==> config.mk <==
export PLATFORM = sky130hd
export DESIGN_NAME = parity_frame_rx
export DESIGN_NICKNAME = d
export VERILOG_FILES = /design/src/rtl/parity_frame_pkg.sv /design/src/rtl/reduce_flags.sv /design/src/rtl/parity_frame_rx.sv
export SDC_FILE = /design/constraint.sdc
export NUM_CORES = 1
export LEC_CHECK = 0
export ABC_AREA = 1
export BUFFER_PORTS_ARGS = -buffer_cell sky130_fd_sc_hd__buf_2
export CORE_UTILIZATION = 43
export CTS_CLUSTER_DIAMETER = 100
export DETAILED_ROUTE_END_ITERATION = 12
export MAX_ROUTING_LAYER = met4
export PLACE_DENSITY = 0.75
export SLEW_MARGIN = 20
export SYNTH_ARGS = -nofsm -noshare
export SYNTH_HDL_FRONTEND = slang
export SYNTH_HIERARCHICAL = 1
export SYNTH_SLANG_ARGS = --single-unit
==> constraint.sdc <==
create_clock -name clk -period 1.15 [get_ports clk]
set_input_delay 0.1725 -clock clk [delete_from_list [all_inputs] [get_ports clk]]
set_output_delay 0.1725 -clock clk [all_outputs]
set_load 0.02 [all_outputs]
==> src/rtl/parity_frame_pkg.sv <==
// Shared state encoding and frame-format constants for the parity frame link.
package parity_frame_pkg;

    typedef enum logic [1:0] {
        S_IDLE = 2'd0,
        S_DATA = 2'd1,
        S_PAR  = 2'd2,
        S_STOP = 2'd3
    } state_t;

    localparam logic START_BIT = 1'b0;
    localparam logic STOP_BIT  = 1'b1;

endpackage

==> src/rtl/reduce_flags.sv <==
// Combinational parity check and reduction flags on a received word.
module reduce_flags #(
    parameter int unsigned WIDTH      = 8,
    parameter bit          PARITY_ODD = 1'b0
) (
    input  logic [WIDTH-1:0] word_i,
    input  logic             p_i,
    output logic             par_bad_o,
    output logic             zero_o,
    output logic             ones_o
);

    // The parity bit matches when (^word ^ p) equals the selected parity sense.
    always_comb begin
        par_bad_o = (^word_i) ^ p_i ^ PARITY_ODD;
        zero_o    = ~|word_i;
        ones_o    = &word_i;
    end

endmodule

==> src/rtl/parity_frame_rx.sv <==
// Serial parity frame receiver: start, WIDTH data bits LSB-first, parity, stop.
module parity_frame_rx
    import parity_frame_pkg::*;
#(
    parameter int unsigned WIDTH      = 8,
    parameter bit          PARITY_ODD = 1'b0
) (
    input  logic             clk,
    input  logic             rst,
    input  logic             rx_en,
    input  logic             rx_bit,
    output logic [WIDTH-1:0] data_out,
    output logic             data_valid,
    output logic             parity_err,
    output logic             frame_err,
    output logic             zero_flag,
    output logic             ones_flag,
    output logic             busy
);

    localparam int unsigned      CNT_W    = $clog2(WIDTH);
    localparam logic [CNT_W-1:0] CNT_LAST = CNT_W'(WIDTH - 1);

    state_t             state_q, state_d;
    logic [CNT_W-1:0]   cnt_q, cnt_d;
    logic [WIDTH-1:0]   sr_q, sr_d;
    logic               p_q, p_d;
    logic [WIDTH-1:0]   data_q, data_d;
    logic               valid_q, valid_d;
    logic               perr_q, perr_d;
    logic               ferr_q, ferr_d;
    logic               zero_q, zero_d;
    logic               ones_q, ones_d;
    logic               busy_q, busy_d;

    logic               par_bad_c;
    logic               zero_c;
    logic               ones_c;

    reduce_flags #(
        .WIDTH      (WIDTH),
        .PARITY_ODD (PARITY_ODD)
    ) u_reduce_flags (
        .word_i    (sr_q),
        .p_i       (p_q),
        .par_bad_o (par_bad_c),
        .zero_o    (zero_c),
        .ones_o    (ones_c)
    );

    // Next-state, datapath and commit logic; everything advances only on rx_en.
    always_comb begin
        state_d = state_q;
        cnt_d   = cnt_q;
        sr_d    = sr_q;
        p_d     = p_q;
        data_d  = data_q;
        valid_d = 1'b0;
        perr_d  = perr_q;
        ferr_d  = ferr_q;
        zero_d  = zero_q;
        ones_d  = ones_q;

        if (rx_en) begin
            case (state_q)
                S_IDLE: begin
                    if (rx_bit == START_BIT) begin
                        state_d = S_DATA;
                        cnt_d   = '0;
                    end
                end
                S_DATA: begin
                    sr_d = {rx_bit, sr_q[WIDTH-1:1]};
                    if (cnt_q == CNT_LAST) begin
                        state_d = S_PAR;
                    end else begin
                        cnt_d = cnt_q + CNT_W'(1);
                    end
                end
                S_PAR: begin
                    p_d     = rx_bit;
                    state_d = S_STOP;
                end
                S_STOP: begin
                    data_d  = sr_q;
                    valid_d = 1'b1;
                    perr_d  = par_bad_c;
                    ferr_d  = (rx_bit != STOP_BIT);
                    zero_d  = zero_c;
                    ones_d  = ones_c;
                    state_d = S_IDLE;
                end
                default: begin
                    state_d = S_IDLE;
                end
            endcase
        end

        // Busy also covers the commit cycle after the stop strobe.
        busy_d = (state_d != S_IDLE) || valid_d;
    end

    // State and output registers with synchronous reset.
    always_ff @(posedge clk) begin
        if (rst) begin
            state_q <= S_IDLE;
            cnt_q   <= '0;
            sr_q    <= '0;
            p_q     <= 1'b0;
            data_q  <= '0;
            valid_q <= 1'b0;
            perr_q  <= 1'b0;
            ferr_q  <= 1'b0;
            zero_q  <= 1'b1;
            ones_q  <= 1'b0;
            busy_q  <= 1'b0;
        end else begin
            state_q <= state_d;
            cnt_q   <= cnt_d;
            sr_q    <= sr_d;
            p_q     <= p_d;
            data_q  <= data_d;
            valid_q <= valid_d;
            perr_q  <= perr_d;
            ferr_q  <= ferr_d;
            zero_q  <= zero_d;
            ones_q  <= ones_d;
            busy_q  <= busy_d;
        end
    end

    assign data_out   = data_q;
    assign data_valid = valid_q;
    assign parity_err = perr_q;
    assign frame_err  = ferr_q;
    assign zero_flag  = zero_q;
    assign ones_flag  = ones_q;
    assign busy       = busy_q;

endmodule

==> impl_metrics.ini, run 1 <==
[synth]
ys_seq_area_share_pct = 42.87
synth_simple_gate_area_share_pct = 26.99
synthDistinctLibCells = 18
synthMuxAreaShare_pct = 0
avgSynthCellArea_um2 = 7.224
synth.net_count = 195
synth_fa_ha_area_share_pct = 9.569
ys_ff_latch = 28
synthTopCellsByArea = dfxtp_1, nor2_1, ha_1
syn_area_um2 = 1308
synth_top_family_by_area = simple AND/OR/NAND/NOR gates
synth_compound_area_share_pct = 10.62
syn-instance-count = 181
yosys_warnings = 6
synth-xor-area-share_pct = 0.6699
yosysTopAreaCellShare_pct = 42.87
synth_top_area_cell = dfxtp_1

[route]
route.detailed.wl_per_inst_um = 11.06
drtAntennaViolNets = 0
avgViaCountPerCell = 4.906
dr.pass1.iters = 4
drt_iter0_drc = 22
drc = 0
routed_wl_um = 2698
vias = 1197

[sta]
tightestPinTransition_ns = 0.2385
relSlewSlack_pct = 84.04
final_max_slew_viol_count = 0
setup_viol = 4
rsz0062_at_grt = true
timing.final.hold_violations = 0
clock_skew_ns = 0.002536
max_freq_ghz = 0.8051
period_share_pct = 108.0
setup_ws_ns = -0.09207
min_period_ns = 1.242

[global_route]
overflow = 0
grt_pass1_wl_um = 4850
grt_max_degree = 15
grt.total_usage_pct = 19.66
grt_pass1_vias = 1101
antenna_found_initial = 0

[worst_setup_path]
rrSetupSlack_ns = -0.09
path_max_fanout = 2
setup.worst_path.class = reg2reg
crit_path_start_kind = register
r2r_end = parity_err
crit_arrival_ns = 1.48
worstPathRequired_ns = 1.39
r2r_cells = 8
worstSetupEndpointType = register
r2r_start = sr_q[0]

[power_and_ir_drop]
p_per_area_nw_per_um2 = 993.4
switchingPower_w = 0.0004523
power.share.clock_pct = 23.7
p_leak_nw = 0.8631
p_int_w = 0.001238
switching_share_pct = 26.76
finalPower_w = 0.001690
seqPwrFrac_pct = 60.3
vdd_drop_max_v = 0.0006555
comb_power_share_pct = 16.0

[finish]
fill_cells = 249
drive_above_1_share_pct = 35.21
final_common_cell = nor2_1
final_util_pct = 60.15
num_antenna_cells = 0
finalNetCount = 229
final_cells = 244
area_delta_synth_final_pct = 30.14
multi_input_area_um2 = 747.0
seqCellArea_um2 = 579.3
final_cell_mix = nor2_1, nand2_1, inv_1

[place]
dp_hpwl_um = 1930
numPortBuffers = 17
dp.cells = 241
globalplace.congestion = 0.7472

[clocking]
cts_max_level = 1
cts.sinks = 28
cts_tree = yes
cts_setup_buffers = 0
worstSkewPairLatency_ns = 0.33
clockRootBuffer = clkbuf_4
holdBufCountCts = 0
cts_made_buffers = 3
clock_path_buffers = 2
clk_pin_slew_worst_paths_ns = 0.14

[hold_path]
hp-start = rst
min_to = busy
worstHoldPathType = in2reg
min_path_cells = 2

[floorplan]
fp.dieH_um = 57.14
die_x_um = 57.14
io_pins = 18
die-area_um2 = 3265
fp.coreArea_um2 = 2829
row_count = 19
start_util_pct = 46.22

[run_status]
status = finished, violations left
violations = setup timing

[run]
drv_cap = 0
[per-layer routing]
| layer | up-vias | global-route usage (%) | wire length (um) |
|---|---|---|---|
| met2 | 20 | 31.76 | 1243 |
| met1 | 545 | 24.08 | 1299 |
| met3 | 6 | 4.989 | 103 |
| li1 | 626 | - | - |
| met5 | - | - | 0 |
| met4 | 0 | 6.272 | 51 |
[cells by family (layout without fill, tap and decap cells)]
group / after synthesis / after routing
and+or+nand+nor: 85 / 85
buffers and inverters: 30 / 62
DFF: 28 / 28
AOI/OAI and AO/OA: 27 / 27
adders and majority gates: 10 / 10
xor gates and xnor gates: 1 / 1
[sequential cells by signal, summed over array words and instances (netlist names)]
name,flops
busy,1
cnt_q,3
data_out,8
data_valid,1
frame_err,1
ones_flag,1
p_q,1
parity_err,1
sr_q,8
state_q,2
zero_flag,1
[repair_timing]
item / in CTS / in global routing
endpoints found under the setup margin: 6 / 24
pin swaps: 9 / 6
resized for setup: 19 / 13
[cell usage after synthesis]
master    instances
buf_2             1
inv_2             2
xor2_1            1
inv_1            23
nand3_1           8
clkbuf_1          2
nand2_1          28
buf_4             2
dfxtp_1          28
a21oi_1           6
nor2_4            2
o21ai_1           1
nand2_2           3
nor2_1           43
ha_1             10
o21ai_0          19
nor3_1            1
a21oi_2           1
[critical path, cell delays in order, from the launching register on]
cell     delay, ns
dfxtp_2       0.35
inv_1         0.07
ha_4          0.27
xor2_1        0.19
inv_1         0.06
nand2_1       0.05
nand2_1       0.04
nor2_1        0.08
nor2_1        0.04
[worst max-delay path by stage]
stage	cells after the start	end	from	slack [ns]
finish	8	parity_err	sr_q[0]	-0.09
CTS	11	parity_err	sr_q[7]	-0.06
floorplan	10	parity_err	sr_q[7]	-0.07
global placement	10	parity_err	sr_q[7]	-0.07
global route	11	parity_err	sr_q[6]	-0.16
detailed placement	8	parity_err	sr_q[4]	-0.09
[power groups by stage]
stage | Clock [W] | Combinational [W] | Sequential, W
floorplan | 0 | 0.000143 | 0.00105
CTS | 0.000416 | 0.000258 | 0.00102
finish | 0.000400 | 0.000271 | 0.00102
global placement | 0 | 0.000228 | 0.00104
detailed placement | 0 | 0.000231 | 0.00104
global route | 0.000450 | 0.000313 | 0.00102
[cell type report]
cell class                 instances  area share [%]
timing repair buffer              34           12.94
inverter                          25           5.515
multi-input combinational        123           43.90
clock buffer                       3           1.324
tap                               31           2.279
sequential                        28           34.04
[per-stage QoR]
step | TNS, ns | hold WS (ns) | cell area, um2 | setup WS [ns]
6_report | -0.3081 | 0.05891 | 1702 | -0.09207
5_1_grt | -0.5895 | 0.05121 | 1702 | -0.1617
4_1_cts | -0.1871 | 0.04941 | 1670 | -0.05771
3_5_place_dp | -0.3482 | 0.4118 | 1565 | -0.08561
3_3_place_gp | -0.1850 | 0.4166 | 1565 | -0.06616
2_1_floorplan | -0.06617 | 0.2342 | 1341 | -0.06617
(Power assumes the default switching activity.)
==> run 2, diff against run 1 <==
--- a/config.mk
+++ b/config.mk
@@ -5,13 +5,12 @@
 export SDC_FILE = /design/constraint.sdc
 export NUM_CORES = 1
 export LEC_CHECK = 0
-export ABC_AREA = 1
 export BUFFER_PORTS_ARGS = -buffer_cell sky130_fd_sc_hd__buf_2
 export CORE_UTILIZATION = 43
 export CTS_CLUSTER_DIAMETER = 100
 export DETAILED_ROUTE_END_ITERATION = 12
 export MAX_ROUTING_LAYER = met4
-export PLACE_DENSITY = 0.75
+export PLACE_DENSITY = 0.73
 export SLEW_MARGIN = 20
 export SYNTH_ARGS = -nofsm -noshare
 export SYNTH_HDL_FRONTEND = slang
==> constraint.sdc (replaced) <==
create_clock -name clk -period 1.57 [get_ports clk]
set_input_delay 0.2355 -clock clk [delete_from_list [all_inputs] [get_ports clk]]
set_output_delay 0.2355 -clock clk [all_outputs]
set_load 0.02 [all_outputs]
==> impl_metrics.ini, run 2 <==
[hold_path]
hp-start = rst
min_path_cells = 2
min_to = sr_q[3]
worstHoldPathType = in2reg

[global_route]
grt_use_met1_pct = 19.17
grt_pass1_vias = 878
antenna_found_initial = 0
overflow = 0
grtUsageMet3_pct = 4.308
grt.total_usage_pct = 15.48
grt_pass1_wl_um = 3829
grt_max_degree = 17
use_met2_pct = 25.42
gr-max-usage-layer = met2

[worst_setup_path]
path_cells = inv_1 -> ha_1 -> xnor3_1 -> xnor2_1 -> nand2_1 -> a21oi_1
critPathMaxStageDelay_ns = 0.40
worstPathRequired_ns = 1.84
rrSetupSlack_ns = 0.09
crit_path_start_kind = register
setup.worst_path.class = reg2reg
path_max_fanout = 5
r2r_start = sr_q[1]
crit_arrival_ns = 1.74
r2r_end = parity_err
worstSetupEndpointType = register
r2r_cells = 6
cp_slowest_cell = dfxtp_2

[route]
vias = 979
avgViaCountPerCell = 5.126
drt_iter0_drc = 28
dr.pass1.iters = 8
routed_wl_um = 2299
drtAntennaViolNets = 0
route.detailed.wl_per_inst_um = 12.04
drc = 4

[place]
globalplace.congestion = 0.7874
dp_hpwl_um = 1704
numPortBuffers = 17

[power_and_ir_drop]
vdd_drop_max_v = 0.0005198
p_per_area_nw_per_um2 = 860.1
finalPower_w = 0.001262
p_leak_nw = 0.6851

[clocking]
holdBufCountCts = 0
clockRootBuffer = clkbuf_4
worstSkewPairLatency_ns = 0.33
cts_max_level = 1
clock_path_buffers = 2
cts_tree = yes
clk_pin_slew_worst_paths_ns = 0.16
post_cts_resized = 0
cts_made_buffers = 3
cts.sinks = 28
cts_setup_buffers = 0

[sta]
period_share_pct = 94.00
setup-tns-final_ns = 0
setup_viol = 0
relSlewSlack_pct = 70.32
min_period_ns = 1.476
max_freq_ghz = 0.6776
clock_skew_ns = 0.01285
hold_ws_ns = 0.2375
timing.final.hold_violations = 0
rsz0062_at_grt = false
tightestPinTransition_ns = 0.4445
final_max_slew_viol_count = 0

[synth]
syn_area_um2 = 1318
avgSynthCellArea_um2 = 9.086
ys_seq_area_share_pct = 42.55
synth-edff-count = 0
yosys_warnings = 6
synth.most_common_cell = dfxtp_1
synthFlopType = dfxtp_1
syn-instance-count = 145
synth_common_cells = dfxtp_1, nand2_1, a21oi_1
synthDistinctLibCells = 29
async_reset_ff_share_pct = 0
synth_top_area_cell = dfxtp_1
yosysTopAreaCellShare_pct = 42.55
synth.net_count = 159
ys_ff_latch = 28
synthTopCellsByArea = dfxtp_1, ha_1, mux2i_1

[run_status]
status = finished, violations left
violations = DRC

[finish]
multi_input_area_um2 = 663.1
num_antenna_cells = 0
finalNetCount = 175
final_common_cell = nand2_1
fill_cells = 265
seqCellArea_um2 = 568.0
final_cell_mix = nand2_1, dfxtp_1, buf_2
drive_above_1_share_pct = 20.00
area_delta_synth_final_pct = 11.40

[floorplan]
die_x_um = 57.36
fp.coreArea_um2 = 2829
start_util_pct = 46.57
fp.dieH_um = 57.36
die-area_um2 = 3290
io_pins = 18
row_count = 19

[run]
drv_cap = 0
-- run 2: cell count changes after synthesis, moves of 3 or more --
cell,previous run,this run
a21oi_1,6,15
buf_2,1,4
inv_1,23,10
mux2i_1,0,10
nand2_1,28,25
nand2_2,3,0
nand3_1,8,0
nand3b_1,0,3
nor2_1,43,13
o21ai_0,19,3
-- run 2: logic make-up (layout without fill, tap and decap cells) --
kind of cell	after synthesis	after routing	share of synthesized area, %
buf+inv	19	34	7.217
xor+xnor	3	3	3.039
mux	12	12	10.16
flops	28	28	42.55
simple gates	52	52	18.80
fa+ha+maj	10	10	9.497
compound gates	21	21	8.737
-- run 2: layer usage --
layer	vias up	routed length, um
li1	508	-
met2	20	1131
met1	449	1041
met5	-	0
met3	2	112
met4	0	13
-- run 2: final cells by class --
cell class | count | area share, %
Inverter | 10 | 2.558
Sequential cell | 28 | 38.70
Multi-Input combinational cell | 98 | 45.18
Timing Repair Buffer | 20 | 7.332
Clock inverter | 1 | 2.046
Clock buffer | 3 | 1.535
Tap cell | 31 | 2.643
-- run 2: power breakdown --
part	internal [W]	total, W	switching [W]
clock network	0.000258	0.000472	0.000213
registers	0.000715	0.000724	0.00000908
logic	0.0000279	0.0000671	0.0000392
total	0.00100	0.00126	0.000262
-- run 2: worst max-delay path: cells and delay by family, from the launching register on --
family	cells	cell delay [ns]
xor+xnor	2	0.53
fa+ha+maj	1	0.26
simple gates	1	0.07
compound gates	1	0.11
buf+inv	1	0.05
flops	1	0.40
-- run 2: worst max-delay path by stage --
stage / from / to / depth (start not counted) / slack [ns]
3_3_place_gp: sr_q[4] / parity_err / 6 / 0.12
3_5_place_dp: sr_q[4] / parity_err / 6 / 0.08
6_report: sr_q[1] / parity_err / 6 / 0.09
5_1_grt: sr_q[4] / parity_err / 6 / 0.006
2_1_floorplan: sr_q[1] / parity_err / 6 / 0.17
4_1_cts: sr_q[4] / parity_err / 6 / 0.02
-- run 2: stage by stage --
stage / util [%] / worst slack [ns] / std cells / cell area [um2]
2_1_floorplan: - / 0.1690 / 145 / 1318
3_3_place_gp: 49.71 / 0.1155 / 187 / 1406
3_5_place_dp: 49.71 / 0.07864 / 187 / 1406
4_1_cts: 51.57 / 0.02345 / 191 / 1459
5_1_grt: 51.88 / 0.005916 / 191 / 1468
6_report: 51.88 / 0.09415 / 191 / 1468
